## src/rtl/btn_digit_entry.sv

```systemverilog
// Five-button digit entry: synchronise and debounce the buttons, move a cursor,
// edit the selected digit with hold-repeat, commit on centre, clear on long centre hold.
module btn_digit_entry #(
  parameter int unsigned NUM_DIGITS   = 8,
  parameter int unsigned RADIX_BCD    = 1,
  parameter int unsigned DB_CYCLES    = 1000000,
  parameter int unsigned REPEAT_DELAY = 25000000,
  parameter int unsigned REPEAT_RATE  = 5000000,
  parameter int unsigned CLEAR_HOLD   = 100000000,
  localparam int unsigned SEL_W = (NUM_DIGITS > 2) ? $clog2(NUM_DIGITS) : 1
) (
  input  logic                    clk,
  input  logic                    rst,
  input  logic [4:0]              btn_i,
  input  logic                    lock_i,
  output logic [4*NUM_DIGITS-1:0] data_o,
  output logic [SEL_W-1:0]        sel_o,
  output logic                    commit_o,
  output logic [4*NUM_DIGITS-1:0] commit_data_o,
  output logic                    clear_o
);

  localparam int unsigned DW      = 4 * NUM_DIGITS;
  localparam int unsigned DB_W    = $clog2(DB_CYCLES + 1);
  localparam int unsigned REP_MAX = (REPEAT_DELAY > REPEAT_RATE) ? REPEAT_DELAY : REPEAT_RATE;
  localparam int unsigned REP_W   = $clog2(REP_MAX + 1);
  localparam int unsigned CLR_W   = $clog2(CLEAR_HOLD + 1);
  localparam bit          REP_EN  = (REPEAT_DELAY != 0);
  localparam logic [3:0]  DMAX    = (RADIX_BCD != 0) ? 4'd9 : 4'd15;

  typedef enum logic [1:0] {C_IDLE, C_HELD, C_CLEARED} c_state_t;

  logic [4:0]      sync1, sync2, db, db_q, press;
  logic [DB_W-1:0] db_cnt [5];

  // Synchroniser, debounce counter and one-cycle press detect per button
  always_ff @(posedge clk or posedge rst) begin
    if (rst) begin
      sync1 <= '0;
      sync2 <= '0;
      db    <= '0;
      db_q  <= '0;
      press <= '0;
      for (int i = 0; i < 5; i++) db_cnt[i] <= '0;
    end else begin
      sync1 <= btn_i;
      sync2 <= sync1;
      db_q  <= db;
      press <= db & ~db_q;
      for (int i = 0; i < 5; i++) begin
        if (sync2[i] == db[i]) begin
          db_cnt[i] <= '0;
        end else if (db_cnt[i] == DB_W'(DB_CYCLES - 1)) begin
          db_cnt[i] <= '0;
          db[i]     <= ~db[i];
        end else begin
          db_cnt[i] <= db_cnt[i] + DB_W'(1);
        end
      end
    end
  end

  logic             rep_act, rep_dir, rep_phase;
  logic [REP_W-1:0] rep_cnt;
  logic             rep_start, rep_hold, rep_ev;

  // rep_dir: 0 = up, 1 = down; repeat only while exactly one of up/down is held
  always_comb begin
    rep_start = REP_EN && ((press[0] && !db[1]) || (press[1] && !db[0]));
    rep_hold  = rep_act && (db[0] ^ db[1]) && (db[1] == rep_dir);
    rep_ev    = rep_hold && (rep_phase ? (rep_cnt == REP_W'(REPEAT_RATE))
                                       : (rep_cnt == REP_W'(REPEAT_DELAY)));
  end

  always_ff @(posedge clk or posedge rst) begin
    if (rst) begin
      rep_act   <= 1'b0;
      rep_dir   <= 1'b0;
      rep_phase <= 1'b0;
      rep_cnt   <= '0;
    end else if (rep_start) begin
      rep_act   <= 1'b1;
      rep_dir   <= press[1];
      rep_phase <= 1'b0;
      rep_cnt   <= REP_W'(1);
    end else if (!rep_hold) begin
      rep_act   <= 1'b0;
      rep_phase <= 1'b0;
      rep_cnt   <= '0;
    end else if (rep_ev) begin
      rep_phase <= 1'b1;
      rep_cnt   <= REP_W'(1);
    end else begin
      rep_cnt   <= rep_cnt + REP_W'(1);
    end
  end

  c_state_t         c_state, c_next;
  logic [CLR_W-1:0] clr_cnt, clr_cnt_next;
  logic             commit_ev, clear_ev;

  always_ff @(posedge clk or posedge rst) begin
    if (rst) begin
      c_state <= C_IDLE;
      clr_cnt <= '0;
    end else begin
      c_state <= c_next;
      clr_cnt <= clr_cnt_next;
    end
  end

  // Centre button: commit on press, clear after a long uninterrupted hold
  always_comb begin
    c_next       = c_state;
    clr_cnt_next = clr_cnt;
    commit_ev    = 1'b0;
    clear_ev     = 1'b0;
    case (c_state)
      C_IDLE: begin
        clr_cnt_next = '0;
        if (press[4]) begin
          c_next    = C_HELD;
          commit_ev = 1'b1;
        end
      end
      C_HELD: begin
        if (!db[4]) begin
          c_next       = C_IDLE;
          clr_cnt_next = '0;
        end else if (clr_cnt == CLR_W'(CLEAR_HOLD - 1)) begin
          c_next       = C_CLEARED;
          clear_ev     = 1'b1;
          clr_cnt_next = '0;
        end else begin
          clr_cnt_next = clr_cnt + CLR_W'(1);
        end
      end
      C_CLEARED: if (!db[4]) c_next = C_IDLE;
      default:   c_next = C_IDLE;
    endcase
  end

  logic             ev_up, ev_dn, ev_lr;
  logic [3:0]       cur_digit, new_digit;
  logic [DW-1:0]    data_edit;
  logic [SEL_W-1:0] sel_left, sel_right;

  always_comb begin
    ev_up     = press[0] | (rep_ev & ~rep_dir);
    ev_dn     = press[1] | (rep_ev & rep_dir);
    ev_lr     = press[2] | press[3];
    cur_digit = '0;
    for (int k = 0; k < NUM_DIGITS; k++)
      if (SEL_W'(k) == sel_o) cur_digit = data_o[4*k +: 4];
    if (ev_up) new_digit = (cur_digit == DMAX) ? 4'd0 : cur_digit + 4'd1;
    else       new_digit = (cur_digit == 4'd0) ? DMAX : cur_digit - 4'd1;
    data_edit = data_o;
    for (int k = 0; k < NUM_DIGITS; k++)
      if (SEL_W'(k) == sel_o) data_edit[4*k +: 4] = new_digit;
    sel_left  = (sel_o == SEL_W'(NUM_DIGITS - 1)) ? '0 : sel_o + SEL_W'(1);
    sel_right = (sel_o == '0) ? SEL_W'(NUM_DIGITS - 1) : sel_o - SEL_W'(1);
  end

  // One prioritised action per cycle; a consumed higher-priority event drops the rest
  always_ff @(posedge clk or posedge rst) begin
    if (rst) begin
      data_o        <= '0;
      sel_o         <= '0;
      commit_o      <= 1'b0;
      commit_data_o <= '0;
      clear_o       <= 1'b0;
    end else begin
      commit_o <= 1'b0;
      clear_o  <= 1'b0;
      if (!lock_i) begin
        if (clear_ev) begin
          data_o  <= '0;
          sel_o   <= '0;
          clear_o <= 1'b1;
        end else if (commit_ev) begin
          commit_o      <= 1'b1;
          commit_data_o <= data_o;
        end else if (ev_lr) begin
          if (press[2] && !press[3]) sel_o <= sel_left;
          if (press[3] && !press[2]) sel_o <= sel_right;
        end else if (ev_up ^ ev_dn) begin
          data_o <= data_edit;
        end
      end
    end
  end

endmodule
```

## config.mk

```make
export PLATFORM = sky130hd
export DESIGN_NAME = btn_digit_entry
export DESIGN_NICKNAME = d
export VERILOG_FILES = /design/src/rtl/btn_digit_entry.sv
export SDC_FILE = /design/constraint.sdc
export NUM_CORES = 1
export LEC_CHECK = 0
export ABC_AREA = 1
export BUFFER_PORTS_ARGS = -buffer_cell sky130_fd_sc_hd__clkbuf_2
export CAP_MARGIN = 10
export CORE_MARGIN = 2
export CORE_UTILIZATION = 61
export DETAILED_ROUTE_END_ITERATION = 6
export PLACE_DENSITY = 0.87
export SLEW_MARGIN = 30
export SYNTH_ARGS = -nofsm -noshare
export SYNTH_HDL_FRONTEND = slang
export SYNTH_SLANG_ARGS = --single-unit
```

## constraint.sdc

```tcl
create_clock -name clk -period 10 [get_ports clk]
set_input_delay 1 -clock clk [delete_from_list [all_inputs] [get_ports clk]]
set_output_delay 1 -clock clk [all_outputs]
set_load 0.02 [all_outputs]
```

==> flow_summary.toml, run 1 <==
[power]
p_clk_share_pct = 48.1
intPower_mw = 1.66
switchingPower_uw = 443
swShare_pct = 21.1
cellLeakagePower_nw = 6.55
p_comb_share_pct = 2.7
seq_power_share_pct = 49.2
ir_drop_uv = 153
power_density_mw_per_mm2 = 152

[floorplan]
row_count = 51
initial_core_util_pct = 62.7
die-area_mm2 = 0.0214
ioPinCount = 77
die_w_um = 146
die_h_um = 146
core-area_mm2 = 0.0197

[synthesis]
netlist_instances = 1488
synth_commonest_cells = "nand2_1, dfrtp_1, inv_1"
ys_ff_latch = 251
synth-async-reset-ratio_pct = 100
synth_nets = 1511
ys_types = 51
syn-cell-area_mm2 = 0.0123
yosysSeqAreaShare_pct = 51.0
avgSynthCellArea_um2 = 8.28
synth_top_area_share_pct = 51.0
synth.most_common_cell = "nand2_1"
synth_largest_area_cell = "dfrtp_1"
yosys-top-cells-area = "dfrtp_1, nand2_1, inv_1"
yosysWarningCount = 0
synthFlopType = "dfrtp_1"
synth_edf_count = 0

[worst_setup_path]
reg2reg_from = "clr_cnt[10]"
r2r_end = "data_o[9]"
cp-endpoint = "data_o[9]"
r2r_setup_slack_ps = 6950
cp-startpoint = "clr_cnt[10]"
cp-start-kind = "register"
endpoint_kind = "register"
rr_worst_depth = 10
cp.arrival_ps = 3510
cp_max_fo = 31
crit_required_ps = 10470
crit_type = "reg -> reg"

[finish]
post-route-util_pct = 70.6
area_growth_pct = 12.5
finalNonFillerCells = 1858
fillers = 1466
n_antenna_cell = 0
drive_gt1_share_pct = 12.2
regArea_mm2 = 0.00628
layout.nets = 1596
multi_input_area_mm2 = 0.00511
fin_area_mm2 = 0.0139

[clock_network]
post-cts-setup-buffers = 0
cts_tree = "yes"
cts_buffers = 26
cts-hold-fix-buffers = 0
cts_max_path_buffers = 3
clkSinkCount = 251
clk_pin_slew_worst_paths_ps = 60
clock-root-buffer = "clkbuf_16"
clk_latency_ps = 530
htreeDepth = 1
cts_repair_resize_count = 0

[sta]
hold_viol = 0
period_share_pct = 30.5
max_slew_margin_pct = 43.0
grt_setup_unrepaired = "false"
max_slew.worst_pin.slew_ps = 854
hold_slack_ps = 350
tns_ps = 0
slew_violations = 0
fin_crit_ps = 3050
fin_skew_ps = 6.68
fmax_ghz = 0.328
finalSetupViolations = 0

[route]
wl_met1_mm = 11.5
highest_layer = "met4"
wl_per_cell_um = 14.5
antenna_left = 0
firstDrtPassIters = 7
vias_per_cell = 5.61
drt-initial-drc-count = 805
via_count = 10400
remaining_drc_errors = 0
wl_met2_mm = 12.9
routed_wl_mm = 27.0
dr_wl_met3_mm = 1.78

[flow_run]
drv_cap = 0

[placed_design]
place.gp.congestion = 0.931
dpl.cell_count = 1810
dp.final_hpwl_mm = 18.5
portBuffers = 76
placed_area_mm2 = 0.0130

[global_routing]
grt.total_usage_pct = 25.2
grt_max_degree = 100
grt_pass1_vias = 10100
grt_pass1_wl_mm = 45.8
overflow = 0
antenna_found_initial = 0

[worst_hold_path]
min_from = "sync1[4]"
hold_path.class = "reg -> reg"

[run_status]
status = "completed"
[cells by family (layout without fill, tap and decap cells)]
| group | count (synthesis) | count (layout) | synth area share [%] |
|---|---|---|---|
| compound gates | 192 | 192 | 8.64 |
| xor+xnor | 42 | 42 | 2.98 |
| fa+ha+maj | 15 | 15 | 1.52 |
| buf+inv | 242 | 347 | 7.56 |
| flops | 251 | 251 | 51.0 |
| mux | 4 | 4 | 0.365 |
| simple gates | 742 | 742 | 28.0 |
[per-layer routing]
layer | up-vias | GRT usage [%]
met5 | - | 0
met3 | 79 | 3.31
met4 | 0 | 8.50
met1 | 4919 | 34.0
li1 | 5022 | -
met2 | 395 | 42.6
[worst max-delay path, stage by stage (launching register included)]
cell     delay [ps]
dfrtp_1         420
nor2_1          130
nand3_1          90
or3_1           330
nor3_2          190
nand3_2         690
o21ai_4         520
nand4_2         260
inv_2           160
nand3_1         100
nand2_1          90
[power by group through the flow]
stage / Clock (mW) / Combinational (mW) / Sequential [mW]
6_report: 1.01 / 0.0577 / 1.04
5_1_grt: 1.07 / 0.0675 / 1.04
4_1_cts: 1.02 / 0.0595 / 1.04
3_5_place_dp: 0 / 0.0588 / 1.05
3_3_place_gp: 0 / 0.0572 / 1.05
2_1_floorplan: 0 / 0.0345 / 1.06
[area by class of cell]
type / instances / area share, %
Timing Repair Buffer: 80 / 3.01
Multi-Input combinational cell: 995 / 36.9
Sequential cell: 251 / 45.3
Clock buffer: 38 / 5.39
Tap cell: 265 / 2.39
Clock inverter: 10 / 1.08
Inverter: 219 / 5.99
[sequential cells by signal, indices dropped and copies added, names as in the netlist]
signal	cells
rep_phase	1
rep_cnt	25
commit_o	1
sync2	5
db	5
sel_o	3
c_state	2
clear_o	1
clr_cnt	27
rep_act	1
commit_data_o	32
rep_dir	1
db_cnt	100
db_q	5
data_o	32
sync1	5
press	5
[through the flow]
| stage | worst slack [ps] | power [mW] |
|---|---|---|
| 2_1_floorplan | 2100 | 1.09 |
| 3_3_place_gp | 7240 | 1.11 |
| 3_5_place_dp | 7080 | 1.11 |
| 4_1_cts | 7050 | 2.12 |
| 5_1_grt | 6800 | 2.17 |
| 6_report | 6950 | 2.10 |
[how the worst min path moves through the flow]
stage                     depth (start not counted)        to  slack (ps)
after floorplan                                   0  sync2[0]         330
after global placement                            0  sync2[4]         330
after detailed placement                          0  sync2[4]         340
after CTS                                         0  sync2[4]         350
after global routing                              0  sync2[4]         350
final                                             0  sync2[4]         350
[layout by cell type (no fill, tap or decap), types with 16 or more instances in the layout]
cell | synthesis | final
o21ai_0 | 64 | 64
nor2_1 | 161 | 161
nand2_1 | 295 | 295
xor2_1 | 30 | 30
nand3_1 | 100 | 100
clkbuf_16 | 0 | 27
nand4_1 | 35 | 35
nand2_2 | 16 | 16
nor3_1 | 66 | 66
clkbuf_2 | 0 | 76
dfrtp_1 | 251 | 251
nor4_1 | 17 | 17
a21oi_1 | 78 | 78
inv_1 | 206 | 205
Note: power is estimated with default switching activity, not from simulation.
==> run 2, diff against run 1 <==
==> constraint.sdc (replaced) <==
create_clock -name clk -period 2.9 [get_ports clk]
set_input_delay 0.29 -clock clk [delete_from_list [all_inputs] [get_ports clk]]
set_output_delay 0.29 -clock clk [all_outputs]
set_load 0.02 [all_outputs]
==> run 2 against run 1 <==
Compared with the run above: worst setup slack worse by 6700 ps; routed wire length grew 4.3%; clock power grew to 3.4 times the previous value; final cell count is 0.70% higher; first-iteration DRC count rose by 6.1%; clock skew up 4.3 ps; combinational power grew to 3.8 times the previous value; sequential power grew to 3.4 times the previous value; power rose to 3.4 times the previous value; critical path type unchanged; critical endpoint is now data_o[21].
==> flow_summary.toml, run 2 (synthesized netlist as in run 1, its figures left out) <==
[global_routing]
grt_pass1_wl_mm = 47.9
grt_pass1_vias = 10300
overflow = 0
grt_max_degree = 62
antenna_found_initial = 0
grt.total_usage_pct = 26.6

[clock_network]
post-cts-setup-buffers = 0
cts_max_path_buffers = 3
cts_buffers = 26
clock-root-buffer = "clkbuf_16"
clk_pin_slew_worst_paths_ps = 60
htreeDepth = 1
clkSinkCount = 251
cts_tree = "yes"
clk_latency_ps = 530

[worst_setup_path]
cpPeakStageDelay_ps = 440
crit_slowest_cell = "dfrtp_1"
cp_max_fo = 8
cp_cell_sequence = "ha_1 > ha_1 > inv_1 > o21ai_0 > inv_1 > nand2_1 > nand2_1 > nand2_1 > nand2_1 > nand2_1 > a21oi_1 > nand2_1 > nand2_1 > nand3_1 > nand2_2 > nand3_1 > nand2_1"
crit_required_ps = 3370
cp-start-kind = "register"
cpMostUsedCell = "nand2_1"
crit_type = "reg -> reg"
endpoint_kind = "register"
cp.arrival_ps = 3090

[finish]
finalNonFillerCells = 1871
top_regs = "db_cnt x100, commit_data_o x32, data_o x32"
area_growth_pct = 13.8
top_register = "db_cnt"
drive_gt1_share_pct = 13.1
largest_register_ffs = 100
fillers = 1465
layout.nets = 1614
layout_common_cells = "nand2_1, dfrtp_1, inv_1, nor2_1, nand3_1"
final_common_cell = "nand2_1"
fin_area_mm2 = 0.0140
n_antenna_cell = 0

[placed_design]
dp.final_hpwl_mm = 19.3
placed_area_mm2 = 0.0131
portBuffers = 76
dpl.cell_count = 1821
place.gp.congestion = 0.893

[power]
swShare_pct = 21.3
switchingPower_mw = 1.52
ir_drop_uv = 366
seq_power_share_pct = 49.8
intPower_mw = 5.65
cellLeakagePower_nw = 6.63
power_density_mw_per_mm2 = 512
p_comb_share_pct = 3.0
p_clk_share_pct = 47.2

[route]
vias_per_cell = 5.63
routed_wl_mm = 28.2
drt-initial-drc-count = 854
via_count = 10500
antenna_left = 0
remaining_drc_errors = 0
wl_per_cell_um = 15.0
firstDrtPassIters = 7

[run_status]
status = "completed"

[sta]
slew_violations = 0
fmax_ghz = 0.382
max_slew_margin_pct = 49.0
grt_setup_unrepaired = "false"
period_share_pct = 90.3
max_slew.worst_pin.slew_ps = 765
fin_crit_ps = 2620
hold_viol = 0
finalSetupViolations = 0
fin_skew_ps = 11.0

[flow_run]
drv_cap = 0

[floorplan]
initial_core_util_pct = 62.7
die_w_um = 146
die-area_mm2 = 0.0214
die_h_um = 146
row_count = 51
core-area_mm2 = 0.0197
ioPinCount = 77

[worst_hold_path]
hold_path.class = "reg -> reg"
==> run 2: area by class of cell <==
type                            instances  area, µm²  area share (%)
Sequential cell                       251       6280            44.8
Inverter                              219        827            5.90
Clock buffer                           32        734            5.24
Clock inverter                         11        133           0.946
Timing Repair Buffer                   98        601            4.28
Multi-Input combinational cell        995       5120            36.5
Tap cell                              265        332            2.36
==> run 2: repair_timing <==
item / 4_1_cts / 5_1_grt
setup endpoints to repair: 0 / 8
hold endpoints to repair: 28 / 0
hold buffers: 7 / 0
resized for setup: 0 / 2
==> run 2: layer usage <==
metal	global-route usage (%)	wire length [µm]
met5	0	0
met4	10.6	1050
met3	3.59	1680
met2	45.7	13800
met1	34.5	11600
==> run 2: metrics by stage <==
| stage | setup slack (ps) | TNS [ps] | util (%) | power [mW] | hold WS (ps) |
|---|---|---|---|---|---|
| finish | 281 | 0 | 71.4 | 7.17 | 351 |
| global route | 82.2 | 0 | 71.4 | 7.41 | 351 |
| CTS | 291 | 0 | 71.3 | 7.22 | 351 |
| detailed placement | 306 | 0 | 66.6 | 3.85 | 337 |
| global placement | 441 | 0 | 66.6 | 3.84 | 335 |
| floorplan | -692 | -173610 | - | 3.77 | 321 |
==> run 2: power groups by stage <==
| stage | Sequential (mW) | Combinational [mW] | Clock (mW) |
|---|---|---|---|
| 6_report | 3.57 | 0.219 | 3.39 |
| 5_1_grt | 3.57 | 0.252 | 3.59 |
| 4_1_cts | 3.57 | 0.225 | 3.43 |
| 3_5_place_dp | 3.63 | 0.214 | 0 |
| 3_3_place_gp | 3.63 | 0.208 | 0 |
| 2_1_floorplan | 3.65 | 0.119 | 0 |
==> run 2: final timing paths <==
path | startpoint | slack (ps) | depth (start not counted) | end
max in group asynchronous | rst | 1680 | 4 | db_cnt[33]
setup reg to reg | sel_o[0] | 280 | 17 | data_o[21]
min in group asynchronous | rst | 460 | 3 | db_cnt[87]
setup / recovery | sel_o[0] | 280 | 17 | data_o[21]
hold / removal | sync1[0] | 350 | 0 | sync2[0]
hold reg to reg | sync1[0] | 350 | 0 | sync2[0]
==> run 2: worst max-delay path, delay by kind of cell, from the launching register on <==
kind	cells	cell delay, ps
AOI/OAI and AO/OA	2	390
adders and majority gates	2	460
buffers and inverters	2	250
DFF	1	440
and+or+nand+nor	11	1010
